===== src/rtl/reset_seq_pkg.sv =====
// reset_seq_pkg: state encoding and phase-counter sizing shared by reset_sequencer
package reset_seq_pkg;

    typedef enum logic [2:0] {
        S_PRE,
        S_ASSERT,
        S_RELEASE,
        S_RUN,
        S_HALT
    } state_e;

    // Width needed to hold the largest phase count (at least one bit)
    function automatic int phase_w(input int pre, input int pulse, input int span);
        int m;
        m = pre;
        if (pulse > m) m = pulse;
        if (span > m) m = span;
        if (m < 1) m = 1;
        return $clog2(m + 1);
    endfunction

endpackage


===== src/rtl/reset_sequencer.sv =====
// reset_sequencer: power-on / software reset sequencing with staggered channel release and run limit
module reset_sequencer
    import reset_seq_pkg::*;
#(
    parameter int PRE_CYCLES     = 18,
    parameter int PULSE_CYCLES   = 2,
    parameter int NUM_CHANNELS   = 1,
    parameter int STAGGER_CYCLES = 0,
    parameter int RUN_CYCLES     = 0,
    parameter int CNT_W          = 16
) (
    input  logic                    clk,
    input  logic                    rst,
    input  logic                    sw_req,
    output logic [NUM_CHANNELS-1:0] chan_rst,
    output logic                    run,
    output logic                    halted,
    output logic [CNT_W-1:0]        cycle_count
);

    // Edges from the first channel release to the last one
    localparam int LAST = (NUM_CHANNELS - 1) * STAGGER_CYCLES;
    localparam int PW   = phase_w(PRE_CYCLES, PULSE_CYCLES, LAST);

    if (RUN_CYCLES < 0 || (CNT_W < 31 && RUN_CYCLES > (1 << CNT_W) - 1)) begin : g_bad_run_cycles
        $error("reset_sequencer: RUN_CYCLES does not fit in CNT_W bits");
    end

    state_e                  state_q, state_d;
    logic [PW-1:0]           cnt_q, cnt_d;
    logic [NUM_CHANNELS-1:0] chan_q, chan_d, hit;
    logic                    run_q, run_d;
    logic                    halted_q, halted_d;
    logic [CNT_W-1:0]        cc_q, cc_d;

    // Channel g drops when the edge about to happen is g*STAGGER_CYCLES after channel 0 dropped
    for (genvar g = 0; g < NUM_CHANNELS; g++) begin : g_hit
        assign hit[g] = (int'(cnt_q) + 1 == g * STAGGER_CYCLES);
    end

    // Next-state and registered-output decode
    always_comb begin
        state_d  = state_q;
        cnt_d    = cnt_q;
        chan_d   = chan_q;
        run_d    = run_q;
        halted_d = halted_q;
        cc_d     = cc_q;
        case (state_q)
            S_PRE, S_ASSERT: begin
                if (int'(cnt_q) == ((state_q == S_PRE) ? PRE_CYCLES : PULSE_CYCLES) - 1) begin
                    cnt_d     = '0;
                    chan_d[0] = 1'b0;
                    state_d   = (LAST == 0) ? S_RUN : S_RELEASE;
                    if (LAST == 0) begin
                        chan_d = '0;
                        run_d  = 1'b1;
                    end
                end else begin
                    cnt_d = cnt_q + 1'b1;
                end
            end
            S_RELEASE: begin
                cnt_d  = cnt_q + 1'b1;
                chan_d = chan_q & ~hit;
                if (int'(cnt_q) + 1 == LAST) begin
                    state_d = S_RUN;
                    run_d   = 1'b1;
                end
            end
            S_RUN, S_HALT: begin
                if (sw_req) begin
                    state_d  = S_ASSERT;
                    cnt_d    = '0;
                    chan_d   = '1;
                    run_d    = 1'b0;
                    halted_d = 1'b0;
                    cc_d     = '0;
                end else if (state_q == S_RUN) begin
                    if (RUN_CYCLES != 0 && cc_q == CNT_W'(RUN_CYCLES - 1)) begin
                        state_d  = S_HALT;
                        chan_d   = '1;
                        run_d    = 1'b0;
                        halted_d = 1'b1;
                        cc_d     = CNT_W'(RUN_CYCLES);
                    end else if (cc_q != '1) begin
                        cc_d = cc_q + 1'b1;
                    end
                end
            end
            default: state_d = S_PRE;
        endcase
    end

    // State and output registers; rst takes effect without a clock edge
    always_ff @(posedge clk or posedge rst) begin
        if (rst) begin
            state_q  <= S_PRE;
            cnt_q    <= '0;
            chan_q   <= '1;
            run_q    <= 1'b0;
            halted_q <= 1'b0;
            cc_q     <= '0;
        end else begin
            state_q  <= state_d;
            cnt_q    <= cnt_d;
            chan_q   <= chan_d;
            run_q    <= run_d;
            halted_q <= halted_d;
            cc_q     <= cc_d;
        end
    end

    assign chan_rst    = chan_q;
    assign run         = run_q;
    assign halted      = halted_q;
    assign cycle_count = cc_q;

endmodule


===== config.mk =====
export PLATFORM = sky130hd
export DESIGN_NAME = reset_sequencer
export DESIGN_NICKNAME = d
export VERILOG_FILES = /design/src/rtl/reset_seq_pkg.sv /design/src/rtl/reset_sequencer.sv
export SDC_FILE = /design/constraint.sdc
export NUM_CORES = 1
export LEC_CHECK = 0
export ABC_AREA = 1
export BUFFER_PORTS_ARGS = -buffer_cell sky130_fd_sc_hd__buf_4
export CAP_MARGIN = 25
export CELL_PAD_IN_SITES_DETAIL_PLACEMENT = 1
export CELL_PAD_IN_SITES_GLOBAL_PLACEMENT = 1
export CORE_MARGIN = 2
export CORE_UTILIZATION = 41
export DETAILED_ROUTE_END_ITERATION = 10
export GPL_ROUTABILITY_DRIVEN = 1
export GPL_TIMING_DRIVEN = 0
export PLACE_DENSITY_LB_ADDON = 0.2
export SYNTH_ARGS = -nofsm -noshare
export SYNTH_HDL_FRONTEND = slang
export SYNTH_SLANG_ARGS = --single-unit

===== constraint.sdc =====
create_clock -name clk -period 1.9 [get_ports clk]
set_input_delay 0.095 -clock clk [delete_from_list [all_inputs] [get_ports clk]]
set_output_delay 0.095 -clock clk [all_outputs]
set_load 0.02 [all_outputs]

After elaboration in Yosys (flattened, before gate mapping)
Index checks and enable logic that the tools add are counted.
Widths: inputs -> output; s select.
- $add $sub $neg: 4
- multiply operators: 0
- div/mod/pow operators: 0
- order comparisons: 0
- eq/ne operators: 9
- shifts and indexed selects: 0
- muxes and demuxes: 18
- bitwise gates (word level): 2
- reductions and logical operators: 12
- operators with widths (cell ; count):
    $mux 16 ; 3
    $logic_not 32->1 ; 1
    $add 16x1->16 const B ; 1
    $ne 16x16->1 const B ; 1
    $mux 5 ; 3
    $pmux 5 s3 ; 1
    $mux 3 ; 3
    $pmux 3 s3 ; 1
    $reduce_and 3->1 ; 3
    $add 5x1->6 const B ; 1
    $eq 3x2->1 const B ; 2
    $eq 6x6->1 ; 1
    $ne 2x2->1 const B ; 3
    $pmux 1 s3 ; 2
    $sub 5x1->6 const B ; 1
    $add 5x1->5 const B ; 1
    $mux 1 ; 5
    $reduce_and 4->1 ; 1
    $reduce_bool 2->1 ; 2
    $reduce_or 2->1 ; 2
    $eq 3x1->1 const B ; 1
    $eq 3x3->1 const B ; 1
    $logic_not 3->1 ; 1
    $reduce_bool 3->1 ; 1
    3 further kinds ; 3
- register bits: 26
- bits in latches: 0
- bits in writable memories: 0
- ROM bits: 0
- word-level logic and storage cells: 50
- memories kept: 0

Depth between registers and ports, before layout
Gate-level depths: netlist of the first run.
- depth in word-level cells: 6
- depth in mapped cells: 10
- gate-level depth less buffers: 9

Worst setup path before layout of the first run
Ideal clock, no wire load.
- path type: register to register
- start point: reg cc_q[0] (netlist: cycle_count[0])
- end point: reg cc_q[13] (netlist: cycle_count[13])
- library setup time: 0.126 ns
- data arrival time: 1.515 ns
- required time: 1.774 ns
- setup slack: 0.259 ns
- cell stages (with the launch flop): 11
- cells stage by stage: dfrtp_1 > ha_1 > nand3_2 > inv_2 > nand2_2 > nor2_4 > nor2_4 > inv_4 > buf_6 > nand2_1 > o21ai_0
- longest elaborated chain between the ends: 4
- elaborated cells on any way between the ends: 7
- those cells by class: add/sub: 1; eq/ne: 1; mux: 3; reduce/logical: 2
- ends and longest elaborated chain (item ; line ; text):
    from (decl) ; reset_sequencer.sv:34 ; logic [CNT_W-1:0] cc_q, cc_d;
    from (signal assigned) ; reset_sequencer.sv:103 ; cc_q <= '0;
    from (signal assigned) ; reset_sequencer.sv:110 ; cc_q <= cc_d;
    $add 16x1->16 ; reset_sequencer.sv:87 ; cc_d = cc_q + 1'b1;
    $mux 16 ; reset_sequencer.sv:86 ; end else if (cc_q != '1) begin
    $mux 16 ; reset_sequencer.sv:79 ; end else if (state_q == S_RUN) begin
    $mux 16 ; reset_sequencer.sv:72 ; if (sw_req) begin
Parallel ways exist; a longest one is shown, timed or not. The select of a mux whose other input is x is not followed.
A chain may end at the register's enable or synchronous reset.

Worst setup path in the final report of the first run
- start point: reg cc_q[0] (netlist: cycle_count[0])
- end point: reg cc_q[12] (netlist: cycle_count[12])
Same word-level chain as after synthesis.

==> results of run 1 <==
==> power by group <==
part           internal [mW]  switching [mW]
clock                  0.151           0.186
combinational          0.288           0.486
sequential             0.626          0.0962
==> sequential cells by signal (all words and copies together) (netlist names) <==
signal,count
run,1
state_q,2
chan_rst,1
cnt_q,5
cycle_count,16
==> cell type report <==
class | count | area share
Buffer | 5 | 0.0203
Clock buffer | 4 | 0.0235
Inverter | 23 | 0.0464
Multi-Input combinational cell | 173 | 0.449
Sequential cell | 25 | 0.328
Tap cell | 48 | 0.0314
Timing Repair Buffer | 23 | 0.102
==> cells by family after synthesis <==
logic type / after synthesis / share of synthesized area
simple gates: 147 / 0.412
buf+inv: 28 / 0.0793
flops: 25 / 0.389
compound gates: 18 / 0.0723
xor+xnor: 4 / 0.0218
fa+ha+maj: 3 / 0.0233
other cells: 1 / 0.00233
==> worst reg2reg max path: stages, from the launching register on <==
cell and delay, ps:
dfrtp_1 460, ha_2 280, nand3_2 150, inv_2 100, nand2_2 70, nor2_4 140, nor2_4 70, inv_4 80
buf_6 150, nand2_1 70, o21ai_0 100
==> layout by cell type, fill, tap and decap left out, types with 2 or more instances in the layout <==
| cell type | instances |
|---|---|
| a21oi_1 | 3 |
| buf_4 | 22 |
| buf_6 | 2 |
| clkbuf_1 | 2 |
| clkbuf_8 | 3 |
| dfrtp_1 | 24 |
| ha_1 | 2 |
| inv_1 | 19 |
| inv_2 | 2 |
| nand2_1 | 71 |
| nand3_1 | 25 |
| nand4_1 | 12 |
| nor2_1 | 28 |
| nor2_4 | 2 |
| o21ai_0 | 6 |
| o21ai_2 | 5 |
| o21bai_1 | 2 |
| or2_2 | 3 |
| xor2_1 | 3 |
==> how the worst max path moves through the flow <==
| stage | slack (ps) | depth (start not counted) | from | endpoint |
|---|---|---|---|---|
| after floorplan | 260 | 10 | cycle_count[0]$_DFFE_PP0P_ | cycle_count[13]$_DFFE_PP0P_ |
| after global placement | 140 | 10 | cycle_count[0]$_DFFE_PP0P_ | cycle_count[12]$_DFFE_PP0P_ |
| after detailed placement | 70 | 10 | cycle_count[0]$_DFFE_PP0P_ | cycle_count[12]$_DFFE_PP0P_ |
| after CTS | 9 | 10 | cycle_count[0]$_DFFE_PP0P_ | cycle_count[12]$_DFFE_PP0P_ |
| after global routing | 40 | 10 | cycle_count[0]$_DFFE_PP0P_ | cycle_count[12]$_DFFE_PP0P_ |
| final | 160 | 10 | cycle_count[0]$_DFFE_PP0P_ | cycle_count[12]$_DFFE_PP0P_ |
==> per-layer routing <==
layer / vias up / track usage / share of wire
li1: 780 / - / -
met1: 759 / 0.289 / 0.47
met2: 19 / 0.396 / 0.50
met3: 5 / 0.0270 / 0.021
met4: 0 / 0.0663 / 0.012
met5: - / 0 / 0
==> repair_timing <==
action                     in CTS  in global routing
setup buffers                   0                  2
hold buffers                    1                  0
gates resized for setup         0                  1
setup endpoints to repair       0                  3
hold endpoints to repair        6                  0
==> metrics.txt, run 1 <==
outcome complete, no violations; largest net degree at the start of global routing 20; Clock Sinks 25; routed len/inst 14.7 µm; PortBufs 19; num rows 22; Yosys Warn Count 0; WHS Endpoint chan_rst$_DFFE_PP1P_; top-count cell post-synth nand2_1; Tot GR Track Use 0.226; number of global-route vias before repair 1583; top cell type's share of synthesized area 0.373; DRC viols 0; synthesized flop and latch total 25; critical path's top delay family simple AND/OR/NAND/NOR gates; hold_sp sw_req; CTS tree done; total gr overflow 0; clock buffer count from CTS 3; share of layout cells above drive strength 1 0.190; r2r setup slk 160 ps; first-pass GRT wire length 7.56 mm; Die H 66.7 µm; async set-reset flop share out of synthesis 1.00; pwr dens 958 mW/mm²; Seq/Total Area, Yosys 0.389; register area 627 µm²; Hold Vio Cnt, Final 0; Area growth, synth to finish 18.8%; Final Critical Period 1740 ps; Post-synth top cells 71 x nand2_1, 28 x nor2_1, 25 x nand3_1; number of library cell types mapped by synthesis 32; Syn Nets 232; syn avg cell area 7.13 µm²; Multi-input gate area 858 µm²; Worst Skew 2.58 ps; mapped cell area 0.00161 mm²; Critical Path, Cell by Cell ha_2 -> nand3_2 -> inv_2 -> nand2_2 -> nor2_4 -> nor2_4 -> inv_4 -> buf_6 -> nand2_1 -> o21ai_0; slowest cell delay on critical path 460 ps; CP bufs+invs 3; pre-CTS setup slack 67.7 ps; CP max-delay cell dfrtp_1; VDD IR max 370 µV; pins over their slew limit 0; Synth area leader dfrtp_1; setup_tns 0 ps; end-of-flow core utilization 0.515; Final setup viols 0; Power Total 1.83 mW; final wirelength 4.42 mm; HPWL after detailed placement 3.37 mm; worst reg-to-reg path cell count 10; leakage 0.931 nW; Crit Path Class flop to flop; CTS H-tree depth 1; Die X 66.7 µm; placed inst area 0.00184 mm²; Setup WS post-layout 162 ps; via count 1563; signal arrival time at the worst endpoint 1930 ps; Most common cell on crit path nor2_4; post-route insts no fill 301; max-cap violations 0; Post-synth EDFFs 0; CTS root buf clkbuf_8; Final nets 260; Worst setup EP type flop; maximum buffer depth of the clock tree 2; placed cells 294; Critical Path RT 2090 ps; WHS 117 ps; critical path fanouts, max 10; cells after synthesis 226; synth top area cells dfrtp_1 37%, nand2_1 17%, nand3_1 7.8%, nor2_1 6.5%, nand4_1 4.7%; Starting DRT DRC Count 68; FF-to-FF Start cycle_count[0]$_DFFE_PP0P_; prevailing post-synth register cell dfrtp_1; Fmax 575 MHz; Tcrit/Tclk final 0.915; Crit Reg-Reg Endpoint cycle_count[12]$_DFFE_PP0P_; first-pass detailed-route iteration total 4; die area 0.00444 mm²; Reg clk slew, reported paths 90 ps; Skew-Pair Late Insertion Delay 280 ps; fin area 0.00191 mm²; via/cell ratio 5.19; fill count 508; Core ar. 0.00372 mm²; post-route ant nets 0; min-delay worst type input port to flop; RSZ-0062 raised after global routing false; Placer Congestion 0.771; Worst Setup Start Kind flop; Worst Hold Depth 3; # IOs 22; Starting Density 0.433; number of antenna violations at the first check in global routing 0; Ant. Diodes 0
Note: power is estimated with default switching activity, not from simulation.
==> inputs of run 2 (changes only) <==
--- a/config.mk
+++ b/config.mk
@@ -10,12 +10,13 @@
 export CAP_MARGIN = 25
 export CELL_PAD_IN_SITES_DETAIL_PLACEMENT = 1
 export CELL_PAD_IN_SITES_GLOBAL_PLACEMENT = 1
-export CORE_MARGIN = 2
+export CORE_MARGIN = 3
 export CORE_UTILIZATION = 41
 export DETAILED_ROUTE_END_ITERATION = 10
 export GPL_ROUTABILITY_DRIVEN = 1
 export GPL_TIMING_DRIVEN = 0
 export PLACE_DENSITY_LB_ADDON = 0.2
+export RECOVER_POWER = 50
 export SYNTH_ARGS = -nofsm -noshare
 export SYNTH_HDL_FRONTEND = slang
 export SYNTH_SLANG_ARGS = --single-unit
==> metrics.txt, run 2 (synthesis gave the netlist of run 1 again) <==
outcome complete, no violations; number of global-route vias before repair 1498; # IOs 22; Final setup viols 0; Power Total 1.84 mW; total gr overflow 0; Starting DRT DRC Count 56; CTS root buf clkbuf_8; Final nets 261; fin area 0.00189 mm²; Reg clk slew, reported paths 110 ps; Tcrit/Tclk final 0.929; via count 1571; Placer Congestion 0.773; Tot GR Track Use 0.198; Worst Setup Start Kind flop; min-delay worst type input port to flop; Fmax 566 MHz; part of the power in registers 0.392; Clock Sinks 25; Die H 68.7 µm; RSZ-0062 raised after global routing false; HPWL after detailed placement 3.26 mm; Clock power frac 0.188; setup_tns 0 ps; first-pass detailed-route iteration total 4; Area growth, synth to finish 17.6%; commonest cells after routing, fill and taps aside 71 x nand2_1, 28 x nor2_1, 25 x nand3_1, 23 x dfrtp_1, 19 x inv_1; largest net degree at the start of global routing 20; via/cell ratio 5.20; Hold Vio Cnt, Final 0; max-cap violations 0; hold_sp sw_req; final wirelength 4.26 mm; critical path fanouts, max 10; commonest non-fill, non-tap cell in the layout nand2_1; placed inst area 0.00184 mm²; pwr dens 973 mW/mm²; number of antenna violations at the first check in global routing 0; Int Pwr 1.06 mW; routed len/inst 14.1 µm; Ant. Diodes 0; leakage 0.902 nW; DRC viols 0; CP Launch Point cycle_count[0]$_DFFE_PP0P_; fill count 507; Worst setup EP type flop; Final Critical Period 1770 ps; post-route ant nets 0; CTS H-tree depth 1; num rows 22; combinational power share 0.419; signal arrival time at the worst endpoint 1930 ps; NetSw 0.782 mW; clock buffer count from CTS 3; Skew-Pair Late Insertion Delay 290 ps; Worst Skew 12.2 ps; Crit Path Class flop to flop; first-pass GRT wire length 6.88 mm; Largest register FFs 16; Critical Path RT 2060 ps; FF-to-FF Start cycle_count[0]$_DFFE_PP0P_; Starting Density 0.433; die area 0.00472 mm²; Die X 68.7 µm; Core ar. 0.00372 mm²; share of layout cells above drive strength 1 0.165; maximum buffer depth of the clock tree 2; pins over their slew limit 0; VDD IR max 492 µV; CTS tree done; PortBufs 19; Sw Share 0.424
[run 2: routing by layer]
layer | track usage | wire length [µm]
met1 | 0.258 | 2090
met2 | 0.325 | 1950
met3 | 0.0308 | 126
met4 | 0.0794 | 97
met5 | 0 | 0
[run 2: critical path, cell delays in order, from the launching register on]
cell and delay (ps):
dfrtp_2 460, ha_1 280, nand3_2 140, inv_2 60
nand2_2 90, nor2_4 50, nor2_4 200, inv_4 70
buf_6 150, nand2_1 60, o21ai_0 80
[run 2: timing repair]
action,in CTS,in global routing
setup endpoints to repair,0,14
hold buffers,1,0
setup buffers,0,3
hold endpoints to repair,6,0
resized for setup,0,1
[run 2: layout make-up]
cell class                 count  area, µm²  share of cell area
clock buffer                   3       41.3              0.0218
timing repair buffer          24        173              0.0912
multi-input combinational    173        856               0.452
buffer                         5       38.8              0.0205
tap                           48       60.1              0.0317
inverter                      23       88.8              0.0469
sequential                    25        628               0.332
clock inverter                 1       7.51             0.00397
[run 2: metrics by stage]
step | worst slack [ps] | std cells | hold WS (ps) | utilization
after floorplan | 259 | 226 | 122 | -
after global routing | 6.21 | 302 | 101 | 0.509
after CTS | 68.7 | 299 | 96.0 | 0.511
after detailed placement | 112 | 294 | 95.3 | 0.495
final | 135 | 302 | 99.1 | 0.509
after global placement | 129 | 293 | 398 | 0.488
[run 2: path summary, 6_finish.rpt]
| kind | slack, ps | endpoint | cells after the start |
|---|---|---|---|
| max reg2reg | 130 | cycle_count[12]$_DFFE_PP0P_ | 10 |
| max in group asynchronous | 1070 | chan_rst$_DFFE_PP1P_ | 4 |
| min | 100 | chan_rst$_DFFE_PP1P_ | 3 |
| max | 130 | cycle_count[12]$_DFFE_PP0P_ | 10 |
| min in group asynchronous | 330 | cycle_count[1]$_DFFE_PP0P_ | 3 |
| min reg2reg | 490 | chan_rst$_DFFE_PP1P_ | 2 |
[run 2: power by group through the flow]
stage                     clock (mW)  sequential, mW  combinational [mW]
after detailed placement           0           0.732               0.753
final                          0.347           0.723               0.773
after floorplan                    0           0.776               0.456
after global routing           0.383           0.743               0.864
after global placement             0           0.730               0.720
after CTS                      0.349           0.722               0.758
